## config.mk

```make
export PLATFORM = sky130hd
export DESIGN_NAME = draw_sprite_flat
export DESIGN_NICKNAME = d
export VERILOG_FILES = /design/src/rtl/vga_pkg.sv /design/src/rtl/vga_if.sv /design/src/rtl/delay.sv /design/src/rtl/draw_sprite.sv /design/src/flat_wrapper.sv
export SDC_FILE = /design/constraint.sdc
export NUM_CORES = 1
export LEC_CHECK = 0
export CAP_MARGIN = 0
export CORE_ASPECT_RATIO = 0.9
export CORE_MARGIN = 10
export CORE_UTILIZATION = 50
export DETAILED_ROUTE_END_ITERATION = 8
export PLACE_DENSITY_LB_ADDON = 0.2
export SYNTH_ARGS = -nofsm -noshare
export SYNTH_HDL_FRONTEND = slang
export SYNTH_SLANG_ARGS = --single-unit
```

## constraint.sdc

```tcl
create_clock -name clk -period 9.15 [get_ports clk]
set_input_delay 1.83 -clock clk [delete_from_list [all_inputs] [get_ports clk]]
set_output_delay 1.83 -clock clk [all_outputs]
set_load 0.05 [all_outputs]
```

## src/rtl/vga_pkg.sv

```systemverilog
// Shared VGA timing constants, the sprite transparent colour and the packed
// bus type used to carry timing plus rgb through pipelines.
package vga_pkg;

  localparam int unsigned H_VISIBLE = 800;
  localparam int unsigned H_FRONT   = 40;
  localparam int unsigned H_SYNC    = 128;
  localparam int unsigned H_BACK    = 88;
  localparam int unsigned H_TOTAL   = 1056;
  localparam int unsigned V_VISIBLE = 600;
  localparam int unsigned V_FRONT   = 1;
  localparam int unsigned V_SYNC    = 4;
  localparam int unsigned V_BACK    = 23;
  localparam int unsigned V_TOTAL   = 628;

  localparam logic [11:0] SPRITE_KEY_COLOR = 12'hF0F;

  typedef struct packed {
    logic [11:0] hcount;
    logic [11:0] vcount;
    logic        hsync;
    logic        vsync;
    logic        hblnk;
    logic        vblnk;
    logic [11:0] rgb;
  } vga_bus_t;

endpackage

```

## src/rtl/vga_if.sv

```systemverilog
// VGA timing and pixel bundle passed between drawing stages.
interface vga_if;
  logic [11:0] hcount;
  logic [11:0] vcount;
  logic        hsync;
  logic        vsync;
  logic        hblnk;
  logic        vblnk;
  logic [11:0] rgb;

  modport in  (input  hcount, vcount, hsync, vsync, hblnk, vblnk, rgb);
  modport out (output hcount, vcount, hsync, vsync, hblnk, vblnk, rgb);
endinterface

```

## src/rtl/delay.sv

```systemverilog
// Fixed-depth shift register with synchronous reset to zero.
module delay #(
  parameter int unsigned WIDTH = 1,
  parameter int unsigned DEPTH = 1
) (
  input  logic             clk,
  input  logic             rst,
  input  logic [WIDTH-1:0] din,
  output logic [WIDTH-1:0] dout
);

  logic [WIDTH-1:0] stage [DEPTH];

  always_ff @(posedge clk) begin
    if (rst) begin
      for (int unsigned i = 0; i < DEPTH; i++) stage[i] <= '0;
    end else begin
      stage[0] <= din;
      for (int unsigned i = 1; i < DEPTH; i++) stage[i] <= stage[i-1];
    end
  end

  assign dout = stage[DEPTH-1];

endmodule

```

## src/rtl/draw_sprite.sv

```systemverilog
// Overlays a ROM-backed sprite on the VGA stream; position, mirror and enable
// are latched at frame start so the sprite never tears mid-frame.
module draw_sprite
  import vga_pkg::*;
#(
  parameter int unsigned SPR_W     = 100,
  parameter int unsigned SPR_H     = 100,
  parameter int unsigned ADDR_W    = 14,
  parameter int unsigned ROM_LAT   = 1,
  parameter bit          KEY_EN    = 1'b1,
  parameter logic [11:0] KEY_COLOR = SPRITE_KEY_COLOR
) (
  input  logic              clk,
  input  logic              rst,
  vga_if.in                 vga_in,
  vga_if.out                vga_out,
  input  logic [11:0]       xpos,
  input  logic [11:0]       ypos,
  input  logic              mirror,
  input  logic              enable,
  output logic [ADDR_W-1:0] rgb_address,
  input  logic [11:0]       rgb_pixel
);

  localparam int unsigned L   = 1 + ROM_LAT;
  localparam logic [12:0] W13 = 13'(SPR_W);
  localparam logic [12:0] H13 = 13'(SPR_H);

  logic [11:0] xs, ys;
  logic        mir_s, en_s;
  logic        frame_start;
  logic [11:0] x_cur, y_cur;
  logic        mir_cur, en_cur;

  // The capture pixel itself already uses the new values, so xpos=0/ypos=0
  // draws from the very first pixel of the frame.
  always_comb begin
    frame_start = (vga_in.hcount == '0) && (vga_in.vcount == '0);
    x_cur       = frame_start ? xpos   : xs;
    y_cur       = frame_start ? ypos   : ys;
    mir_cur     = frame_start ? mirror : mir_s;
    en_cur      = frame_start ? enable : en_s;
  end

  always_ff @(posedge clk) begin
    if (rst) begin
      xs    <= '0;
      ys    <= '0;
      mir_s <= 1'b0;
      en_s  <= 1'b0;
    end else if (frame_start) begin
      xs    <= xpos;
      ys    <= ypos;
      mir_s <= mirror;
      en_s  <= enable;
    end
  end

  logic [12:0]       h13, v13, dh, dv, col;
  logic              hit;
  logic [ADDR_W-1:0] addr;

  // Offsets are only trusted once h/v >= origin, so the 13-bit compare
  // against the sprite size never wraps near 4095.
  always_comb begin
    h13  = {1'b0, vga_in.hcount};
    v13  = {1'b0, vga_in.vcount};
    dh   = h13 - {1'b0, x_cur};
    dv   = v13 - {1'b0, y_cur};
    hit  = (h13 >= {1'b0, x_cur}) && (dh < W13) &&
           (v13 >= {1'b0, y_cur}) && (dv < H13);
    col  = mir_cur ? (W13 - 13'd1 - dh) : dh;
    addr = ADDR_W'(dv) * ADDR_W'(W13) + ADDR_W'(col);
  end

  always_ff @(posedge clk) begin
    if (rst)      rgb_address <= '0;
    else if (hit) rgb_address <= addr;
    else          rgb_address <= '0;
  end

  vga_bus_t bus_in, bus_d;
  logic     hit_d, en_d;

  always_comb begin
    bus_in.hcount = vga_in.hcount;
    bus_in.vcount = vga_in.vcount;
    bus_in.hsync  = vga_in.hsync;
    bus_in.vsync  = vga_in.vsync;
    bus_in.hblnk  = vga_in.hblnk;
    bus_in.vblnk  = vga_in.vblnk;
    bus_in.rgb    = vga_in.rgb;
  end

  delay #(
    .WIDTH($bits(vga_bus_t) + 2),
    .DEPTH(L)
  ) u_delay (
    .clk  (clk),
    .rst  (rst),
    .din  ({hit, en_cur, bus_in}),
    .dout ({hit_d, en_d, bus_d})
  );

  logic keyed;

  // rgb_pixel arrives in the same cycle as the delayed bus, so the final
  // select is combinational on registered controls; reset forces hit_d low.
  always_comb begin
    keyed = KEY_EN && (rgb_pixel == KEY_COLOR);
  end

  assign vga_out.hcount = bus_d.hcount;
  assign vga_out.vcount = bus_d.vcount;
  assign vga_out.hsync  = bus_d.hsync;
  assign vga_out.vsync  = bus_d.vsync;
  assign vga_out.hblnk  = bus_d.hblnk;
  assign vga_out.vblnk  = bus_d.vblnk;
  assign vga_out.rgb    = (hit_d && en_d && !keyed) ? rgb_pixel : bus_d.rgb;

endmodule

```

## src/flat_wrapper.sv

```systemverilog
// flat-port wrapper written by rule: the top's interface ports become plain ports
module draw_sprite_flat import vga_pkg::*;
#(
  parameter int unsigned SPR_W     = 100,
  parameter int unsigned SPR_H     = 100,
  parameter int unsigned ADDR_W    = 14,
  parameter int unsigned ROM_LAT   = 1,
  parameter bit          KEY_EN    = 1'b1,
  parameter logic [11:0] KEY_COLOR = SPRITE_KEY_COLOR
)
  (clk, rst, xpos, ypos, mirror, enable, rgb_address, rgb_pixel, vga_in_hcount, vga_in_vcount, vga_in_hsync, vga_in_vsync, vga_in_hblnk, vga_in_vblnk, vga_in_rgb, vga_out_hcount, vga_out_vcount, vga_out_hsync, vga_out_vsync, vga_out_hblnk, vga_out_vblnk, vga_out_rgb);
  vga_if vga_in_i ();
  vga_if vga_out_i ();
  input  logic clk;
  input  logic rst;
  input  logic [11:0] xpos;
  input  logic [11:0] ypos;
  input  logic mirror;
  input  logic enable;
  output logic [ADDR_W-1:0] rgb_address;
  input  logic [11:0] rgb_pixel;
  input wire logic [$bits(vga_in_i.hcount)-1:0] vga_in_hcount;
  input wire logic [$bits(vga_in_i.vcount)-1:0] vga_in_vcount;
  input wire logic [$bits(vga_in_i.hsync)-1:0] vga_in_hsync;
  input wire logic [$bits(vga_in_i.vsync)-1:0] vga_in_vsync;
  input wire logic [$bits(vga_in_i.hblnk)-1:0] vga_in_hblnk;
  input wire logic [$bits(vga_in_i.vblnk)-1:0] vga_in_vblnk;
  input wire logic [$bits(vga_in_i.rgb)-1:0] vga_in_rgb;
  output wire logic [$bits(vga_out_i.hcount)-1:0] vga_out_hcount;
  output wire logic [$bits(vga_out_i.vcount)-1:0] vga_out_vcount;
  output wire logic [$bits(vga_out_i.hsync)-1:0] vga_out_hsync;
  output wire logic [$bits(vga_out_i.vsync)-1:0] vga_out_vsync;
  output wire logic [$bits(vga_out_i.hblnk)-1:0] vga_out_hblnk;
  output wire logic [$bits(vga_out_i.vblnk)-1:0] vga_out_vblnk;
  output wire logic [$bits(vga_out_i.rgb)-1:0] vga_out_rgb;
  assign vga_in_i.hcount = vga_in_hcount;
  assign vga_in_i.vcount = vga_in_vcount;
  assign vga_in_i.hsync = vga_in_hsync;
  assign vga_in_i.vsync = vga_in_vsync;
  assign vga_in_i.hblnk = vga_in_hblnk;
  assign vga_in_i.vblnk = vga_in_vblnk;
  assign vga_in_i.rgb = vga_in_rgb;
  assign vga_out_hcount = vga_out_i.hcount;
  assign vga_out_vcount = vga_out_i.vcount;
  assign vga_out_hsync = vga_out_i.hsync;
  assign vga_out_vsync = vga_out_i.vsync;
  assign vga_out_hblnk = vga_out_i.hblnk;
  assign vga_out_vblnk = vga_out_i.vblnk;
  assign vga_out_rgb = vga_out_i.rgb;
  draw_sprite #(.SPR_W(SPR_W), .SPR_H(SPR_H), .ADDR_W(ADDR_W), .ROM_LAT(ROM_LAT), .KEY_EN(KEY_EN), .KEY_COLOR(KEY_COLOR)) u_core (.clk(clk), .rst(rst), .vga_in(vga_in_i), .vga_out(vga_out_i), .xpos(xpos), .ypos(ypos), .mirror(mirror), .enable(enable), .rgb_address(rgb_address), .rgb_pixel(rgb_pixel));
endmodule
```

After elaboration in Yosys (flattened, before gate mapping)

Memory sizes are Yosys's and may differ from the RTL's.
Index checks and enable logic that the tools add are counted.

Memory bits (writable): 84
Word-level logic and storage cells: 40
Memories kept: 1
Bits of input ports: 80
Register bits after elaboration: 40
Output and inout port bits: 54

Bitwise gates (word level): 3
$add $sub $neg: 4
Reduce and logical (&&, ||, !) cells: 10
Muxes and demuxes: 11
Equal/unequal tests: 1
Multipliers: 1
Magnitude comparators: 4

Memory list:

| memory               | words | bits a word | read ports | clocked after Yosys merged registers in | write ports | line        | source |
|---|---|---|---|---|---|---|---|
| u_core.u_delay.stage | 2     | 42          | 2          | 0                                       | 2           | delay.sv:12 | `logic [WIDTH-1:0] stage [DEPTH];` |

Operators with widths:

| operator                | number |
|---|---|
| $mux W42                | 2 |
| $mux W12                | 3 |
| $lt A13 B7 Y1 const B   | 2 |
| $sub A12 B12 Y13        | 2 |
| $ge A12 B12 Y1          | 2 |
| $logic_not A12 Y1       | 2 |
| $add A14 B13 Y14        | 1 |
| $mul A13 B5 Y12 const B | 1 |
| $mux W13                | 1 |
| $sub A7 B13 Y13 const A | 1 |
| $eq A12 B12 Y1 const B  | 1 |
| $logic_and A1 B1 Y1     | 6 |
| $mux W1                 | 5 |
| $or A1 B1 Y1            | 2 |
| $reduce_or A2 Y1        | 1 |
| $logic_not A1 Y1        | 1 |
| $not A1 Y1              | 1 |

Depth between registers and ports, before layout

Depth in word-level cells: 10
Mapped depth: 27
Mapped depth without buffers: 27

Hierarchy

A second synthesis with hierarchy kept.

Cells, all modules: 731
Area total of the unflattened synthesis: 6944.2 um2

By module, submodules not included:

| module      | cells an instance | sequential area each (um2) | area an instance (um2) | times used |
|---|---|---|---|---|
| draw_sprite | 512               | 800.8                      | 4336.7                 | 1 |
| delay       | 219               | 1681.6                     | 2607.5                 | 1 |

Worst setup path before layout

Ideal clock, no wire load.

Kind: input-to-reg
From: input vga_in_hcount[3]
To: register u_core.rgb_address[13]
Required time: 9035 ps
Path slack: 1624 ps
Setup time: 115 ps
Data arrival time: 7412 ps
Cell stages on the path: 27
Path buffers: 1
Cell sequence: nor4_1 -> nand4_1 -> nor2_1 -> clkbuf_1 -> mux2i_1 -> ha_1 -> nor2b_4 -> o21a_1 -> or3_1 -> and2_1 -> inv_1 -> ha_1 -> ha_1 -> inv_1 -> fa_1 -> inv_1 -> ha_1 -> o21ai_0 -> a21oi_1 -> nor2_1 -> xnor2_1 -> ha_1 -> or3_1 -> o21ai_0 -> a21oi_1 -> xnor2_1 -> nor2_1

Longest elaborated chain between the ends: 10
Elaborated cells between the ends (all ways): 20
Classes of those cells: add/sub: 4; mul: 1; order compare: 4; mux: 4; bitwise: 1; reduce/logical: 6

RTL lines:

| what                                                                      | line               | source |
|---|---|---|
| from (decl)                                                               | flat_wrapper.sv:22 | `input wire logic [$bits(vga_in_i.hcount)-1:0] vga_in_hcount;` |
| parallel branches: the longest is 10 deep, another holds $add A14 B13 Y14 | n/a                |  |
| to (signal assigned)                                                      | draw_sprite.sv:78  | `else if (hit) rgb_address <= addr;` |
| to (decl)                                                                 | draw_sprite.sv:21  | `output logic [ADDR_W-1:0] rgb_address,` |

Several ways; the timed one is not identified.
A chain may end at the register's enable or synchronous reset.

Worst setup path in the final report

From: input vga_in_vcount[8]
To: register u_core.rgb_address[13]

Elaborated cells between the ends (all ways): 20
Classes of those cells: add/sub: 4; mul: 1; order compare: 4; mux: 4; bitwise: 1; reduce/logical: 6

RTL lines:

| what                                                                     | line               | source |
|---|---|---|
| from (decl)                                                              | flat_wrapper.sv:23 | `input wire logic [$bits(vga_in_i.vcount)-1:0] vga_in_vcount;` |
| $logic_not A12 Y1 (*)                                                    | draw_sprite.sv:38  | `frame_start = (vga_in.hcount == '0) && (vga_in.vcount == '0);` |
| $logic_and A1 B1 Y1 (*)                                                  | draw_sprite.sv:38  |  |
| $mux W12 (*)                                                             | n/a                |  |
| named net u_core.y_cur[0]                                                | draw_sprite.sv:32  | `logic [11:0] x_cur, y_cur;` |
| parallel branches: the longest is 5 deep, another holds $add A14 B13 Y14 | n/a                |  |

Mark *: on every way through the listed nets, which the timed path passes.

==> results.ini <==
[pwr]
powerDensity_nw_per_um2=217
p_comb_share_pct=32.3
p_int_w=0.00124
p_seq_share_pct=30.8
p_leak_nw=3.48
total_power_w=0.00180
clockPowerShare_pct=36.9
irDropWorstVdd_uv=224
power_switching_share_pct=31.2
switching_power_w=0.000562

[setup_path]
timing.reg2reg.setup_slack_ps=4080
max_stage_delay_ps=530
crit_slowest_cell=fa_1
r2r_cells=24
crit_end=u_core.rgb_address[13]$_SDFF_PP0_
reg2reg_to=u_core.rgb_address[13]$_SDFF_PP0_
rr_startpoint=u_core.ys[0]$_SDFF_PP0_
crit_type=input pin to flip-flop
crit_cells=28
crit_family=adder cells
cpMostUsedCell=ha_1
critical_path.endpoint_type=flip-flop
cp.buffers_inverters=4
critPathArrivalTime_ps=8100
start_kind=input pin
cp.required_ps=9420
critPathLaunch=vga_in_vcount[8]
cp_max_fo=10

[route]
dr.pass1.iters=4
drc=0
wire_per_inst_um=15.9
ant_nets=0
top_layer=met4
vias=4847
wl_met2_mm=6.99
vias_per_cell=5.05
drt-met1-wl_mm=7.19
wl_met3_um=897
drt_iter0_drc=196
drt-total-wl_mm=15.2

[synthesis]
syn_inst=671
synth_common_cells=dfxtp_1, nor2b_1, nor2_1
synth_edf_count=0
syn_area_per_cell_sq_um=9.54
async_flop_share_pct=0
ys_types=55
synth_top_area_share_pct=38.5
ys_warn_count=0
synthFlopType=dfxtp_1
synth_area_sq_um=6400
synth.largest_area_cell=dfxtp_1
ys_top_cells_by_area=dfxtp_1, ha_1, nor2b_1
synth_seq_cells=123
synth.most_common_cell=dfxtp_1
synthesis.nets=822
ys_seq_area_share_pct=38.5

[floorplan]
die_x_um=139
fp-row-count=39
io_pins=134
die_h_um=127
initial_core_util_pct=50.8
core_sq_um=12600
dieArea_sq_um=17700

[grt]
grt_pass1_vias=4921
grt-ovfl-total=0
antenna_found_initial=0
track_usage_pct=17.1
grt_pass1_wl_mm=24.9
grt_max_degree=83

[clock_tree]
numCtsBuffers=17
clkLatencyLatePin_ps=420
postCtsSetupRepairBufs=0
cts_tree=built
cts.sink_count=123
path_clk_slew_ps=50
cts_max_level=4
clk_path_buf_depth=2
cts_root_buffer=clkbuf_16
cts_resized=0
hold_buffers=0

[place]
hpwl_mm=11.7
gp_congestion=0.878
port_buffers=133

[timing]
rsz0062_at_grt=false
holdWs_ps=431
tightestPinTransition_ps=909
slew_headroom_pct=37.7
setup_tns_ps=0
fmax_mhz=128
period_minus_slack_ps=7820
hold_viol=0
layout_worst_path_cycle_share_pct=85.5
clock_skew_ps=13.9
slew_violations=0
finalSetupViolations=0

[run_status]
status=complete, no violations

[hold_path]
hold_path_class=flip-flop to flip-flop

[flow_run]
cap_violations=0

[finish]
nets=934
area.growth.synth_to_final_pct=29.6
antennaDiodeCount=0
drive_gt1_share_pct=6.66

## per-layer routing
metal  vias up  global-route usage [%]
met5         -                       0
met4         0                    5.95
met2       131                    26.9
met3        18                    5.56
li1       2450                       -
met1      2248                    21.7
## layout by cell type, fill, tap and decap left out, types with 2 or more instances in the layout
cell	n
mux2i_1	25
xor2_1	14
clkbuf_16	17
nand2b_1	7
a2111oi_0	3
buf_4	3
nand2_1	16
clkinvlp_4	5
o21ai_0	15
nor2b_1	88
o21a_1	3
a311oi_1	2
nor2_1	62
a31oi_1	4
inv_6	2
a211o_1	2
clkbuf_8	2
xnor2_1	26
nand4b_1	3
or3_1	4
a21o_1	14
dfxtp_1	123
a21oi_1	25
nor4_1	7
mux2_2	15
fa_1	9
bufinv_16	2
a211oi_1	2
and2_1	2
clkdlybuf4s50_1	132
nor3b_1	3
clkinv_4	2
o21bai_1	3
nor3_1	8
nand3b_1	2
and3_1	4
o2111ai_1	2
nand3_1	4
ha_1	62
inv_1	51
## power by group through the flow
stage / logic [W] / registers, W / clock network (W)
finish: 0.000582 / 0.000556 / 0.000665
global route: 0.000652 / 0.000557 / 0.000698
CTS: 0.000578 / 0.000556 / 0.000675
detailed placement: 0.000570 / 0.000567 / 0
global placement: 0.000552 / 0.000567 / 0
floorplan: 0.000439 / 0.000569 / 0
## through the flow
stage / std cells / setup WS [ps] / utilization (%) / cell area [sq um]
3_5_place_dp: 928 / 912 / 61.2 / 7700
5_1_grt: 960 / 970 / 65.9 / 8290
2_1_floorplan: 671 / 1620 / - / 6400
4_1_cts: 960 / 1320 / 65.9 / 8290
3_3_place_gp: 928 / 1030 / 61.2 / 7700
6_report: 960 / 1330 / 65.9 / 8290
## area by class of cell
type / count / area [sq um]
repair buffers: 135 / 1340
inverters: 51 / 191
fillers: 1011 / 4300
multi-input cells: 455 / 3500
flip-flops and latches: 123 / 2460
clock buffers: 20 / 457
well taps: 164 / 205
clock inverters: 12 / 138
## kinds of logic (layout without fill, tap and decap cells)
logic type / after synthesis / count (layout) / share of synthesized area, %
xor gates and xnor gates: 41 / 41 / 5.83
buffers and inverters: 93 / 218 / 7.00
adders and majority gates: 71 / 71 / 14.9
AOI/OAI and AO/OA: 86 / 86 / 8.84
muxes: 40 / 40 / 6.55
DFF: 123 / 123 / 38.5
and+or+nand+nor: 217 / 217 / 18.4
## flip-flops by register name, summed over array words and instances, names as in the netlist
name	cells
u_core.xs	12
u_core.mir_s	1
u_core.u_delay.stage	84
u_core.ys	12
u_core.rgb_address	14
## worst register-to-register path: cells and delay by family, from the launching register on
kind | cells | cell delay (ps)
multiplexers | 1 | 270
XOR/XNOR | 2 | 300
adder cells (fa/ha/maj) | 7 | 2420
buffers and inverters | 3 | 140
AND/OR/NAND/NOR | 6 | 930
AO/OA/AOI/OAI | 5 | 580
flip-flops | 1 | 300
## worst min path at each step
stage,start,endpoint,slack [ps],cells after the start
after floorplan,u_core.u_delay.stage[0][0]$_SDFF_PP0_,u_core.u_delay.stage[0][42]$_SDFF_PP0_,410,1
after global placement,u_core.u_delay.stage[0][27]$_SDFF_PP0_,u_core.u_delay.stage[0][69]$_SDFF_PP0_,420,1
after detailed placement,u_core.u_delay.stage[0][6]$_SDFF_PP0_,u_core.u_delay.stage[0][48]$_SDFF_PP0_,420,1
after CTS,u_core.u_delay.stage[0][13]$_SDFF_PP0_,u_core.u_delay.stage[0][55]$_SDFF_PP0_,430,1
after global routing,u_core.u_delay.stage[0][41]$_SDFF_PP0_,u_core.u_delay.stage[0][83]$_SDFF_PP0_,450,1
final,u_core.u_delay.stage[0][34]$_SDFF_PP0_,u_core.u_delay.stage[0][76]$_SDFF_PP0_,430,1
Note: power is estimated with default switching activity, not from simulation.
